## src/rtl/bus_dest_latch_if.sv

```systemverilog
// Shared datapath bus as seen by the receive side: word, valid, one-hot load select, ready.
`timescale 1ns/1ps

interface bus_dest_latch_if #(
    parameter int unsigned WIDTH = 32,
    parameter int unsigned NDEST = 6
);
    logic [WIDTH-1:0] bus_in;
    logic             bus_valid;
    logic [NDEST-1:0] lSel;
    logic             bus_ready;

    modport master (
        output bus_in,
        output bus_valid,
        output lSel,
        input  bus_ready
    );

    modport slave (
        input  bus_in,
        input  bus_valid,
        input  lSel,
        output bus_ready
    );
endinterface

```

## src/rtl/bus_dest_latch.sv

```systemverilog
// Receive-side bus latch: captures the bus word into one of NDEST single-entry slots,
// each with a valid/ack handshake, and back-pressures the driver while the target slot is occupied.
`timescale 1ns/1ps

module bus_dest_latch #(
    parameter int unsigned WIDTH = 32,
    parameter int unsigned NDEST = 6,
    parameter int unsigned CNTW  = 8
) (
    input  logic                   clk,
    input  logic                   rst,
    bus_dest_latch_if.slave        bus,
    output logic [NDEST*WIDTH-1:0] dst_data,
    output logic [NDEST-1:0]       dst_valid,
    input  logic [NDEST-1:0]       dst_ack,
    output logic                   err_nosel,
    output logic [CNTW-1:0]        drop_cnt,
    input  logic                   err_clr
);

    logic [NDEST*WIDTH-1:0] dst_data_q,  dst_data_d;
    logic [NDEST-1:0]       dst_valid_q, dst_valid_d;
    logic                   err_nosel_q, err_nosel_d;
    logic [CNTW-1:0]        drop_cnt_q,  drop_cnt_d;

    logic [NDEST-1:0] sel_oh_c;
    logic [NDEST-1:0] free_c;
    logic [NDEST-1:0] cap_c;
    logic             any_sel_c;
    logic             ready_c;
    logic             nosel_evt_c;

    // Lowest set bit of lSel wins, matching the source-side priority.
    always_comb begin
        sel_oh_c    = bus.lSel & (~bus.lSel + NDEST'(1));
        any_sel_c   = |bus.lSel;
        free_c      = ~dst_valid_q | dst_ack;
        ready_c     = ~any_sel_c | (|(sel_oh_c & free_c));
        cap_c       = sel_oh_c & {NDEST{bus.bus_valid & ready_c}};
        nosel_evt_c = bus.bus_valid & ~any_sel_c;
    end

    assign bus.bus_ready = ready_c;

    // Capture beats consume on the same slot so a pass-through leaves no bubble.
    always_comb begin
        dst_data_d  = dst_data_q;
        dst_valid_d = dst_valid_q;
        for (int k = 0; k < int'(NDEST); k++) begin
            if (cap_c[k]) begin
                dst_data_d[k*WIDTH +: WIDTH] = bus.bus_in;
                dst_valid_d[k]               = 1'b1;
            end else if (dst_ack[k] && dst_valid_q[k]) begin
                dst_valid_d[k] = 1'b0;
            end
        end
    end

    // Clear wins over a same-cycle no-select drop; the counter saturates.
    always_comb begin
        err_nosel_d = err_nosel_q;
        drop_cnt_d  = drop_cnt_q;
        if (err_clr) begin
            err_nosel_d = 1'b0;
            drop_cnt_d  = '0;
        end else if (nosel_evt_c) begin
            err_nosel_d = 1'b1;
            if (drop_cnt_q != {CNTW{1'b1}}) begin
                drop_cnt_d = drop_cnt_q + CNTW'(1);
            end
        end
    end

    always_ff @(posedge clk or posedge rst) begin
        if (rst) begin
            dst_data_q  <= '0;
            dst_valid_q <= '0;
            err_nosel_q <= 1'b0;
            drop_cnt_q  <= '0;
        end else begin
            dst_data_q  <= dst_data_d;
            dst_valid_q <= dst_valid_d;
            err_nosel_q <= err_nosel_d;
            drop_cnt_q  <= drop_cnt_d;
        end
    end

    assign dst_data  = dst_data_q;
    assign dst_valid = dst_valid_q;
    assign err_nosel = err_nosel_q;
    assign drop_cnt  = drop_cnt_q;

endmodule

```

## src/flat_wrapper.sv

```systemverilog
// flat-port wrapper written by rule: the top's interface ports become plain ports
module bus_dest_latch_flat 
#(
    parameter int unsigned WIDTH = 32,
    parameter int unsigned NDEST = 6,
    parameter int unsigned CNTW  = 8
)
  (clk, rst, dst_data, dst_valid, dst_ack, err_nosel, drop_cnt, err_clr, bus_bus_in, bus_bus_valid, bus_lSel, bus_bus_ready);
  bus_dest_latch_if #(.WIDTH(WIDTH), .NDEST(NDEST)) bus_i ();
  input  logic clk;
  input  logic rst;
  output logic [NDEST*WIDTH-1:0] dst_data;
  output logic [NDEST-1:0] dst_valid;
  input  logic [NDEST-1:0] dst_ack;
  output logic err_nosel;
  output logic [CNTW-1:0] drop_cnt;
  input  logic err_clr;
  input wire logic [$bits(bus_i.bus_in)-1:0] bus_bus_in;
  input wire logic [$bits(bus_i.bus_valid)-1:0] bus_bus_valid;
  input wire logic [$bits(bus_i.lSel)-1:0] bus_lSel;
  output wire logic [$bits(bus_i.bus_ready)-1:0] bus_bus_ready;
  assign bus_i.bus_in = bus_bus_in;
  assign bus_i.bus_valid = bus_bus_valid;
  assign bus_i.lSel = bus_lSel;
  assign bus_bus_ready = bus_i.bus_ready;
  bus_dest_latch #(.WIDTH(WIDTH), .NDEST(NDEST), .CNTW(CNTW)) u_core (.clk(clk), .rst(rst), .bus(bus_i), .dst_data(dst_data), .dst_valid(dst_valid), .dst_ack(dst_ack), .err_nosel(err_nosel), .drop_cnt(drop_cnt), .err_clr(err_clr));
endmodule
```

## config.mk

```make
export PLATFORM = sky130hd
export DESIGN_NAME = bus_dest_latch_flat
export DESIGN_NICKNAME = d
export VERILOG_FILES = /design/src/rtl/bus_dest_latch_if.sv /design/src/rtl/bus_dest_latch.sv /design/src/flat_wrapper.sv
export SDC_FILE = /design/constraint.sdc
export NUM_CORES = 1
export LEC_CHECK = 0
export CORE_MARGIN = 1.5
export CORE_UTILIZATION = 30
export CTS_BUF_LIST = sky130_fd_sc_hd__clkbuf_8
export DETAILED_ROUTE_END_ITERATION = 12
export PLACE_DENSITY_LB_ADDON = 0.15
export SKIP_CTS_REPAIR_TIMING = 1
export SYNTH_ARGS = -nofsm -noshare
export SYNTH_HDL_FRONTEND = slang
export SYNTH_SLANG_ARGS = --single-unit
export TNS_END_PERCENT = 10
```

## constraint.sdc

```tcl
create_clock -name clk -period 13.4 [get_ports clk]
set_input_delay 2.68 -clock clk [delete_from_list [all_inputs] [get_ports clk]]
set_output_delay 2.68 -clock clk [all_outputs]
set_load 0.005 [all_outputs]
```

### After elaboration in Yosys (flattened, before gate mapping)

Cells that the tools add are included.

| operators by class | value |
|---|---|
| mux-type cells | 17 |
| reduce and logical (&&, ||, !) cells | 17 |
| eq/ne operators | 1 |
| add/sub/neg operators | 2 |
| bitwise gates (word level) | 10 |

Operator list:

| kind | count |
|---|---|
| $mux 8 | 3 |
| $and 6x6->6 | 3 |
| $reduce_bool 2->1 | 8 |
| $mux 1 | 14 |
| $not 6->6 | 2 |
| $reduce_or 6->1 | 2 |
| $add 8x1->8 const B | 1 |
| $ne 8x8->1 const B | 1 |
| $add 6x1->6 const B | 1 |
| $logic_and 1x1->1 | 6 |
| $or 6x6->6 | 1 |
| $and 1x1->1 | 2 |
| $reduce_and 2->1 | 1 |
| $not 1->1 | 1 |
| $or 1x1->1 | 1 |

| word-level totals | value |
|---|---|
| word-level logic and storage cells | 61 |
| input port bits | 48 |
| output and inout bits | 208 |
| register bits | 207 |

### Logic depth before layout (Yosys ltp)

Gate-level depths: netlist (run 1).

| depth | value |
|---|---|
| depth in word-level cells | 9 |
| depth in mapped cells | 6 |
| depth with buffers taken out | 5 |

### Worst setup path after synthesis (run 1)

Ideal clock, no wire load.

| timing path | value |
|---|---|
| kind | input to output |
| start | input bus_lSel[1] |
| end | output bus_bus_ready |
| stages on the path | 3 |
| path buffers | 0 |
| path slack | 7.156 ns |
| arrival time | 3.564 ns |
| data required time | 10.720 ns |
| path through | nor2b_1 > a222oi_1 > nand3_1 |

| between the ends | value |
|---|---|
| longest elaborated chain between the ends | 6 |

Ends and longest elaborated chain:

| element | line | text |
|---|---|---|
| start: declaration | flat_wrapper.sv:20 | `input wire logic [$bits(bus_i.lSel)-1:0] bus_lSel;` |
| $not 6->6 | bus_dest_latch.sv:35 | `sel_oh_c = bus.lSel & (~bus.lSel + NDEST'(1));` |
| $add 6x1->6 | bus_dest_latch.sv:35 |  |
| $and 6x6->6 | bus_dest_latch.sv:35 |  |
| $and 6x6->6 | bus_dest_latch.sv:38 | `ready_c = ~any_sel_c \| (\|(sel_oh_c & free_c));` |
| $reduce_or 6->1 | bus_dest_latch.sv:38 |  |
| $or 1x1->1 * | bus_dest_latch.sv:38 |  |
| end: declaration | flat_wrapper.sv:21 | `output wire logic [$bits(bus_i.bus_ready)-1:0] bus_bus_ready;` |

Every way passes the cells marked *; elsewhere a longest branch is shown, timed or not.

### Final worst setup path (run 1)

| timing path | value |
|---|---|
| start | input bus_lSel[0] |
| end | output bus_bus_ready |

The elaborated chain is that of the path after synthesis.

==> impl_metrics.ini, run 1 <==
[global_route]
track_usage_pct = 16.0
met2_usage_pct = 26.7
use_met3_pct = 5.54
antenna_found_initial = 0
grt.overflow.total = 0
grt_max_degree = 125
grt_first_pass_wirelength_mm = 33.1
grt_use_met1_pct = 18.7
grt_pass1_vias = 5599
busiest_layer = met2

[placed_design]
post-place-ws_ns = 5.92
gp_congestion = 0.797
dp_hpwl_mm = 14.2
io_buffers = 255

[cells_and_area]
final_common_cell = clkdlybuf4s50_1
areaGrowthSynthToFinish_pct = 46.4
antennaDiodeCount = 0
drive_gt1_share_pct = 31.8
fin_nets = 821
layout_common_cells = clkdlybuf4s50_1, dfrtp_1, mux2_2, clkbuf_8, inv_1

[clocking]
cts.clk_slew.worst_paths_ns = 0.05
cts_max_path_buffers = 3
root_buffer = clkbuf_8
cts_made_buffers = 38
cts_tree = yes
clock-sinks = 207
insertion_delay_ns = 0.53
htreeDepth = 2

[yosys]
ys_types = 34
syn_inst = 496
postSynthAreaPerCell_sq_um = 16.0
synthFlopType = dfrtp_1
yosysWarnings = 0
ys_async_sr_fraction_pct = 100
ys_seq_area_share_pct = 65.4
ys_seq_elements = 207
syn_area_sq_um = 7920
syn_nets = 545
synth_edf_count = 0

[detailed_routing]
drt_iter0_markers = 258
wire_per_inst_um = 19.6
num_vias = 5303
antenna_left = 0
drc = 0
dr.pass1.iters = 4
routed_wirelength_mm = 22.2
avgViaCountPerCell = 4.69

[min_path]
holdPathEnd = u_core.dst_data[13]
hold_depth = 1
min_from = u_core.dst_data[13]
hold_class = flip-flop to flip-flop

[floorplan]
die_y_um = 165
die_area_sq_um = 27400
core_sq_um = 26000
initial_core_util_pct = 30.5
die-width_um = 165
io-pin-count = 256
num_rows = 59

[sta]
setup_tns_ns = 0
fin_skew_ns = 0.0158
final-hold-violation-count = 0
whs_ns = 0.493
setup_ws_ns = 5.91
rsz0062_at_grt = no
fin_crit_sh_pct = 55.9
fmax_ghz = 0.133
relSlewSlack_pct = 23.1
worst_slew_pin_slew_ns = 1.15
period_needed_ns = 7.49
slew_violations = 0
setup-violations-final = 0

[worst_setup_path]
arrival_ns = 4.81
path_common_cell = clkdlybuf4s50_1
r2r_setup_slack_ns = 10.89
path_cells = clkdlybuf4s50_1 -> nor4_1 -> nand2b_1 -> nand3_1 -> clkdlybuf4s50_1
slowest_stage = nor4_1
critPathMaxStageDelay_ns = 0.82
critPathKind = primary input to primary output
cp.required_ns = 10.72
regToRegStartpoint = u_core.dst_valid[1]
r2r_end = u_core.dst_data[94]
cp_max_fo = 7
worst-r2r-cell-count = 5
cp-start-kind = primary input
cp-end-kind = primary output

[run]
maxCapViolCount = 0

[status]
outcome = complete, no violations

[pwr]
peakVddDrop_uv = 86.7
power.density_nw_per_um2 = 160
leakagePower_nw = 5.00
synthesized netlist by cell type (2+ instances only):
library cell / n / share of area, %
buf_2: 19 / 1.2
mux2_1: 9 / 1.3
and3b_1: 2 / 0.22
nor2_1: 2 / 0.095
nand3_1: 11 / 0.70
nand2b_1: 6 / 0.47
mux2_2: 183 / 26
inv_1: 4 / 0.19
clkbuf_1: 5 / 0.24
nor2b_1: 3 / 0.24
or4_1: 6 / 0.57
nand2_1: 4 / 0.19
dfrtp_1: 207 / 65
a21o_1: 2 / 0.19
a21oi_1: 9 / 0.57
o31ai_1: 5 / 0.47
a21bo_2: 2 / 0.25
power by group:
part / internal [mW] / switching [mW]
logic: 0.314 / 0.142
registers: 0.752 / 0.0678
clock network: 0.321 / 0.259
per-layer routing:
metal  vias up  wire, um
met5         -         0
met3        52      1840
met1      2715      8780
li1       2340         -
met2       196     11000
met4         0       614
registers in the layout (all words and copies together), names as in the netlist:
register	flops
u_core.drop_cnt	8
u_core.dst_data	192
u_core.dst_valid	6
u_core.err_nosel	1
logic make-up (layout without fill, tap and decap cells):
family,after synthesis,in the layout,share of synthesized area [%]
AO/OA/AOI/OAI,26,26,2.32
adder cells (fa/ha/maj),1,1,0.158
buffers and inverters,29,329,1.68
flip-flops,207,207,65.4
multiplexers,192,192,27.3
AND/OR/NAND/NOR,41,41,3.11
worst max-delay path: cells and delay by family:
kind          cells  cell delay, ns
simple gates      3            1.07
buf+inv           2            1.06
final cells by class:
class,count,area [sq um]
flip-flops and latches,207,5180
inverters,4,22.5
clock buffers,48,661
well taps,335,419
fillers,2353,14400
multi-input cells,260,2640
clock inverters,16,76.3
repair buffers,261,2600
metrics by stage:
stage / instance area, sq um / power (mW) / utilization [%] / std cells
after floorplan: 7920 / 0.961 / - / 496
after global placement: 10900 / 1.28 / 41.8 / 1067
after detailed placement: 10900 / 1.29 / 41.8 / 1067
after CTS: 11600 / 1.89 / 44.6 / 1131
after global routing: 11600 / 1.96 / 44.6 / 1131
final: 11600 / 1.86 / 44.6 / 1131
how the worst max path moves through the flow:
stage / endpoint / start / slack, ns
2_1_floorplan: u_core.drop_cnt[0] / rst / 5.07
3_3_place_gp: bus_bus_ready / bus_lSel[0] / 5.95
3_5_place_dp: bus_bus_ready / bus_lSel[0] / 5.92
4_1_cts: bus_bus_ready / bus_lSel[0] / 5.90
5_1_grt: bus_bus_ready / bus_lSel[0] / 5.72
6_report: bus_bus_ready / bus_lSel[0] / 5.91
No activity file was read; power rests on OpenSTA's default activity.
==> inputs of run 2 (changes only) <==
clock period = 6.03 ns   (was 13.4 ns; I/O delays follow)
==> run 2 against run 1 <==
  * Non-clock buffer count is 1 lower
  * Final cell count about the same
  * First-iteration DRC count decreased by 17%
  * Wire length is 2.4% lower
  * Critical path depth unchanged
  * Sequential cell count unchanged
  * Global-route usage fell by 0.10 points
  * Core utilization increased by 0.058 points
  * Clock-buffer cell count is 1 higher
  * Setup slack worse by 4.5 ns
==> impl_metrics.ini, run 2 (synthesized netlist as in run 1, its figures left out) <==
[clocking]
insertion_delay_ns = 0.51
cts.clk_slew.worst_paths_ns = 0.05
cts_tree = yes
cts_max_path_buffers = 3
root_buffer = clkbuf_8
clock-sinks = 207
htreeDepth = 2
cts_made_buffers = 38

[cells_and_area]
antennaDiodeCount = 0
final_cells = 1132
final_common_cell = clkdlybuf4s50_1
fin_area_sq_um = 11600
largest_reg_flops = 192
areaGrowthSynthToFinish_pct = 46.6
layout_common_cells = clkdlybuf4s50_1, dfrtp_1, mux2_2, clkbuf_8, inv_1
drive_gt1_share_pct = 31.7
multi_input_area_sq_um = 2640
ff_latch_area_sq_um = 5180
num-fill-cells = 2390
fin_nets = 820

[worst_setup_path]
cp-end-kind = primary output
path_common_cell = clkdlybuf4s50_1
critPathKind = primary input to primary output
arrival_ns = 3.38
slowest_stage = nor4_1
cp_max_fo = 7
path_cells = clkdlybuf4s50_1 -> nor4_1 -> nand2b_1 -> nand3_1 -> clkdlybuf4s50_1
cp.required_ns = 4.82
critPathMaxStageDelay_ns = 0.87
cp-start-kind = primary input

[sta]
final-hold-violation-count = 0
setup-violations-final = 0
worst_slew_pin_slew_ns = 1.10
rsz0062_at_grt = no
fin_skew_ns = 0.0120
fmax_ghz = 0.218
fin_crit_sh_pct = 76.0
setup_tns_ns = 0
period_needed_ns = 4.58
whs_ns = 0.486
slew_violations = 0
relSlewSlack_pct = 26.5

[pwr]
seq_power_share_pct = 44.2
power_switching_mw = 1.02
p_sw_share_pct = 24.8
power.internal_mw = 3.10
leakagePower_nw = 5.00
p_clk_share_pct = 31.3
combPwrFrac_pct = 24.5
power.density_nw_per_um2 = 355
peakVddDrop_uv = 173

[global_route]
grt.overflow.total = 0
grt_first_pass_wirelength_mm = 32.9
grt_pass1_vias = 5666
track_usage_pct = 15.9
antenna_found_initial = 0
grt_max_degree = 107

[detailed_routing]
dr.pass1.iters = 4
num_vias = 5239
avgViaCountPerCell = 4.63
antenna_left = 0
wire_per_inst_um = 19.1
routed_wirelength_mm = 21.7
drc = 0
drt_iter0_markers = 215

[run]
maxCapViolCount = 0

[status]
outcome = complete, no violations

[floorplan]
die_area_sq_um = 27400
io-pin-count = 256
die_y_um = 165
initial_core_util_pct = 30.5
num_rows = 59
die-width_um = 165
core_sq_um = 26000

[placed_design]
gp_congestion = 0.753
dp.cells = 1066
io_buffers = 255
place_area_sq_um = 10900
dp_hpwl_mm = 14.4

[min_path]
hold_class = flip-flop to flip-flop
## run 2: cell types whose count changed in the layout (fill, tap and decap cells not counted)
| cell | previous run | this run |
|---|---|---|
| clkinvlp_4 | 2 | 3 |
| clkbuf_8 | 48 | 49 |
| buf_12 | 0 | 1 |
| inv_1 | 13 | 14 |
| buf_4 | 6 | 4 |
| inv_8 | 1 | 0 |
| clkinv_2 | 3 | 4 |
| inv_6 | 1 | 0 |
## run 2: cell type report
cell class / instances / share of cell area (%)
sequential: 207 / 44.6
multi-input combinational: 260 / 22.7
timing repair buffer: 260 / 22.4
clock buffer: 49 / 5.81
tap: 335 / 3.61
clock inverter: 17 / 0.658
inverter: 4 / 0.162
## run 2: stage by stage
| stage | worst slack, ns | utilization (%) | power, mW |
|---|---|---|---|
| after global routing | 1.28 | 44.7 | 4.36 |
| final | 1.45 | 44.7 | 4.12 |
| after CTS | 1.44 | 44.7 | 4.19 |
| after detailed placement | 1.44 | 41.8 | 2.87 |
| after floorplan | 2.14 | - | 2.14 |
| after global placement | 1.50 | 41.8 | 2.85 |
## run 2: per-layer routing
metal  wire length, um  global-route usage (%)
met2             10500                    26.0
met5                 0                       0
met4               507                    5.80
met1              8820                    19.0
met3              1800                    5.87
## run 2: power groups by stage
stage	combinational, mW	sequential [mW]	clock, mW
CTS	1.03	1.82	1.34
floorplan	0.285	1.85	0
global placement	1.02	1.83	0
detailed placement	1.02	1.84	0
finish	1.01	1.82	1.29
global route	1.09	1.86	1.41
## run 2: critical path: cells and delay by family
kind,cells,cell delay (ns)
buffers and inverters,2,1.07
and+or+nand+nor,3,1.09
## run 2: worst paths after layout
| path | slack (ns) | end | cells past startpoint | startpoint |
|---|---|---|---|---|
| setup reg to reg | 3.51 | u_core.dst_data[134] | 5 | u_core.dst_valid[2] |
| min in group asynchronous | 1.23 | u_core.dst_data[7] | 2 | rst |
| hold / removal | 0.49 | u_core.dst_data[18] | 1 | u_core.dst_data[18] |
| setup / recovery | 1.45 | bus_bus_ready | 5 | bus_lSel[0] |
| max in group asynchronous | 3.51 | u_core.dst_data[111] | 3 | rst |
| hold reg to reg | 0.49 | u_core.dst_data[18] | 1 | u_core.dst_data[18] |
==> inputs of run 3 (changes only) <==
clock period = 4 ns   (was 6.03 ns; I/O delays follow)
==> run 3 against run 2 <==
  * Wire length up 3.4%
  * Critical path depth up 1
  * Register-to-register slack worse by 1.8 ns
  * Setup slack worse by 1.1 ns
  * Via count up 1.2%
  * Critical endpoint unchanged
  * Largest cell class unchanged
==> impl_metrics.ini, run 3 (synthesized netlist as in run 1, its figures left out) <==
[status]
outcome = complete, no violations

[run]
maxCapViolCount = 0

[detailed_routing]
avgViaCountPerCell = 4.66
num_vias = 5302
drc = 0
drt_iter0_markers = 338
wire_per_inst_um = 19.7
routed_wirelength_mm = 22.4
antenna_left = 0
dr.pass1.iters = 4

[clocking]
cts_max_path_buffers = 3
cts_tree = yes
cts.clk_slew.worst_paths_ns = 0.06
htreeDepth = 2
clock-sinks = 207
root_buffer = clkbuf_8
insertion_delay_ns = 0.51
cts_made_buffers = 37

[placed_design]
place_area_sq_um = 11000
io_buffers = 255
dp.cells = 1078
dp_hpwl_mm = 15.0
gp_congestion = 0.800

[sta]
fin_skew_ns = 0.0171
final-hold-violation-count = 0
worst_slew_pin_slew_ns = 1.00
period_needed_ns = 3.61
fin_crit_sh_pct = 90.2
rsz0062_at_grt = no
setup-violations-final = 0
slew_violations = 0
relSlewSlack_pct = 33.1
setup_tns_ns = 0
fmax_ghz = 0.277

[cells_and_area]
antennaDiodeCount = 0
layout_common_cells = clkdlybuf4s50_1, dfrtp_1, mux2_2, clkbuf_8, buf_4
drive_gt1_share_pct = 32.5
fin_nets = 831
num-fill-cells = 2351
final_cells = 1138
largest_reg_flops = 192
fin_area_sq_um = 11700
final_common_cell = clkdlybuf4s50_1
areaGrowthSynthToFinish_pct = 47.7

[min_path]
hold_class = flip-flop to flip-flop

[floorplan]
num_rows = 59
initial_core_util_pct = 30.5
die_y_um = 165
die_area_sq_um = 27400
io-pin-count = 256
core_sq_um = 26000
die-width_um = 165

[pwr]
seq_power_share_pct = 44.6
power_switching_mw = 1.53
peakVddDrop_uv = 317
p_clk_share_pct = 30.6
power.internal_mw = 4.64
combPwrFrac_pct = 24.8
power.density_nw_per_um2 = 528
leakagePower_nw = 5.05
p_sw_share_pct = 24.8

[worst_setup_path]
arrival_ns = 2.81
r2r_setup_slack_ns = 1.69
critPathKind = primary input to primary output
cp_max_fo = 7
cp.required_ns = 3.20
cp-start-kind = primary input
cp-end-kind = primary output

[global_route]
grt_max_degree = 67
grt_pass1_vias = 5762
track_usage_pct = 16.4
antenna_found_initial = 0
grt.overflow.total = 0
grt_first_pass_wirelength_mm = 34.1
-- run 3: changes by cell type in the layout (fill, tap and decap cells not counted), sizes merged --
cell,change
buf,+12
clkbuf,-1
clkinv,-2
clkinvlp,-1
inv,-2
-- run 3: worst paths after layout --
check / start / endpoint / cells past startpoint
max in group asynchronous: rst / u_core.drop_cnt[4] / 3
worst min register to register: u_core.dst_data[18] / u_core.dst_data[18] / 1
worst max register to register: u_core.dst_valid[1] / u_core.dst_data[84] / 5
worst min-delay path: u_core.dst_data[18] / u_core.dst_data[18] / 1
worst max-delay path: bus_lSel[0] / bus_bus_ready / 6
min in group asynchronous: rst / u_core.dst_data[69] / 2
-- run 3: layout make-up --
class	count	area (sq um)	area share, %
Multi-Input combinational cell	260	2640	22.5
Clock inverter	12	51.3	0.439
Inverter	4	18.8	0.160
Timing Repair Buffer	272	2730	23.3
Sequential cell	207	5180	44.3
Clock buffer	48	661	5.65
Tap cell	335	419	3.58
-- run 3: per-layer routing --
layer | track usage (%) | vias up | share of wire [%]
met5 | 0 | - | 0
met4 | 4.95 | 0 | 1.9
met3 | 6.04 | 33 | 8.3
met2 | 27.1 | 197 | 49
met1 | 20.1 | 2719 | 40
li1 | - | 2353 | -
-- run 3: power by group through the flow --
stage / combinational [mW] / sequential [mW] / clock [mW]
final: 1.53 / 2.75 / 1.89
after CTS: 1.57 / 2.76 / 1.97
after floorplan: 0.430 / 2.79 / 0
after global placement: 1.54 / 2.77 / 0
after global routing: 1.65 / 2.81 / 2.09
after detailed placement: 1.56 / 2.79 / 0
-- run 3: worst max-delay path: stages --
cell             delay, ns
clkdlybuf4s50_1       0.53
nor4b_1               0.48
a222oi_1              0.16
buf_4                 0.20
nand3_1               0.09
clkdlybuf4s50_1       0.54
-- run 3: metrics by stage --
| stage | hold WS [ns] | util, % | setup slack [ns] | power (mW) |
|---|---|---|---|---|
| final | 0.488 | 45.0 | 0.392 | 6.18 |
| after global routing | 0.499 | 45.0 | 0.265 | 6.55 |
| after CTS | 0.492 | 45.0 | 0.392 | 6.30 |
| after detailed placement | 0.478 | 42.3 | 0.391 | 4.35 |
| after global placement | 0.471 | 42.3 | 0.454 | 4.31 |
| after floorplan | 0.483 | - | 0.514 | 3.22 |
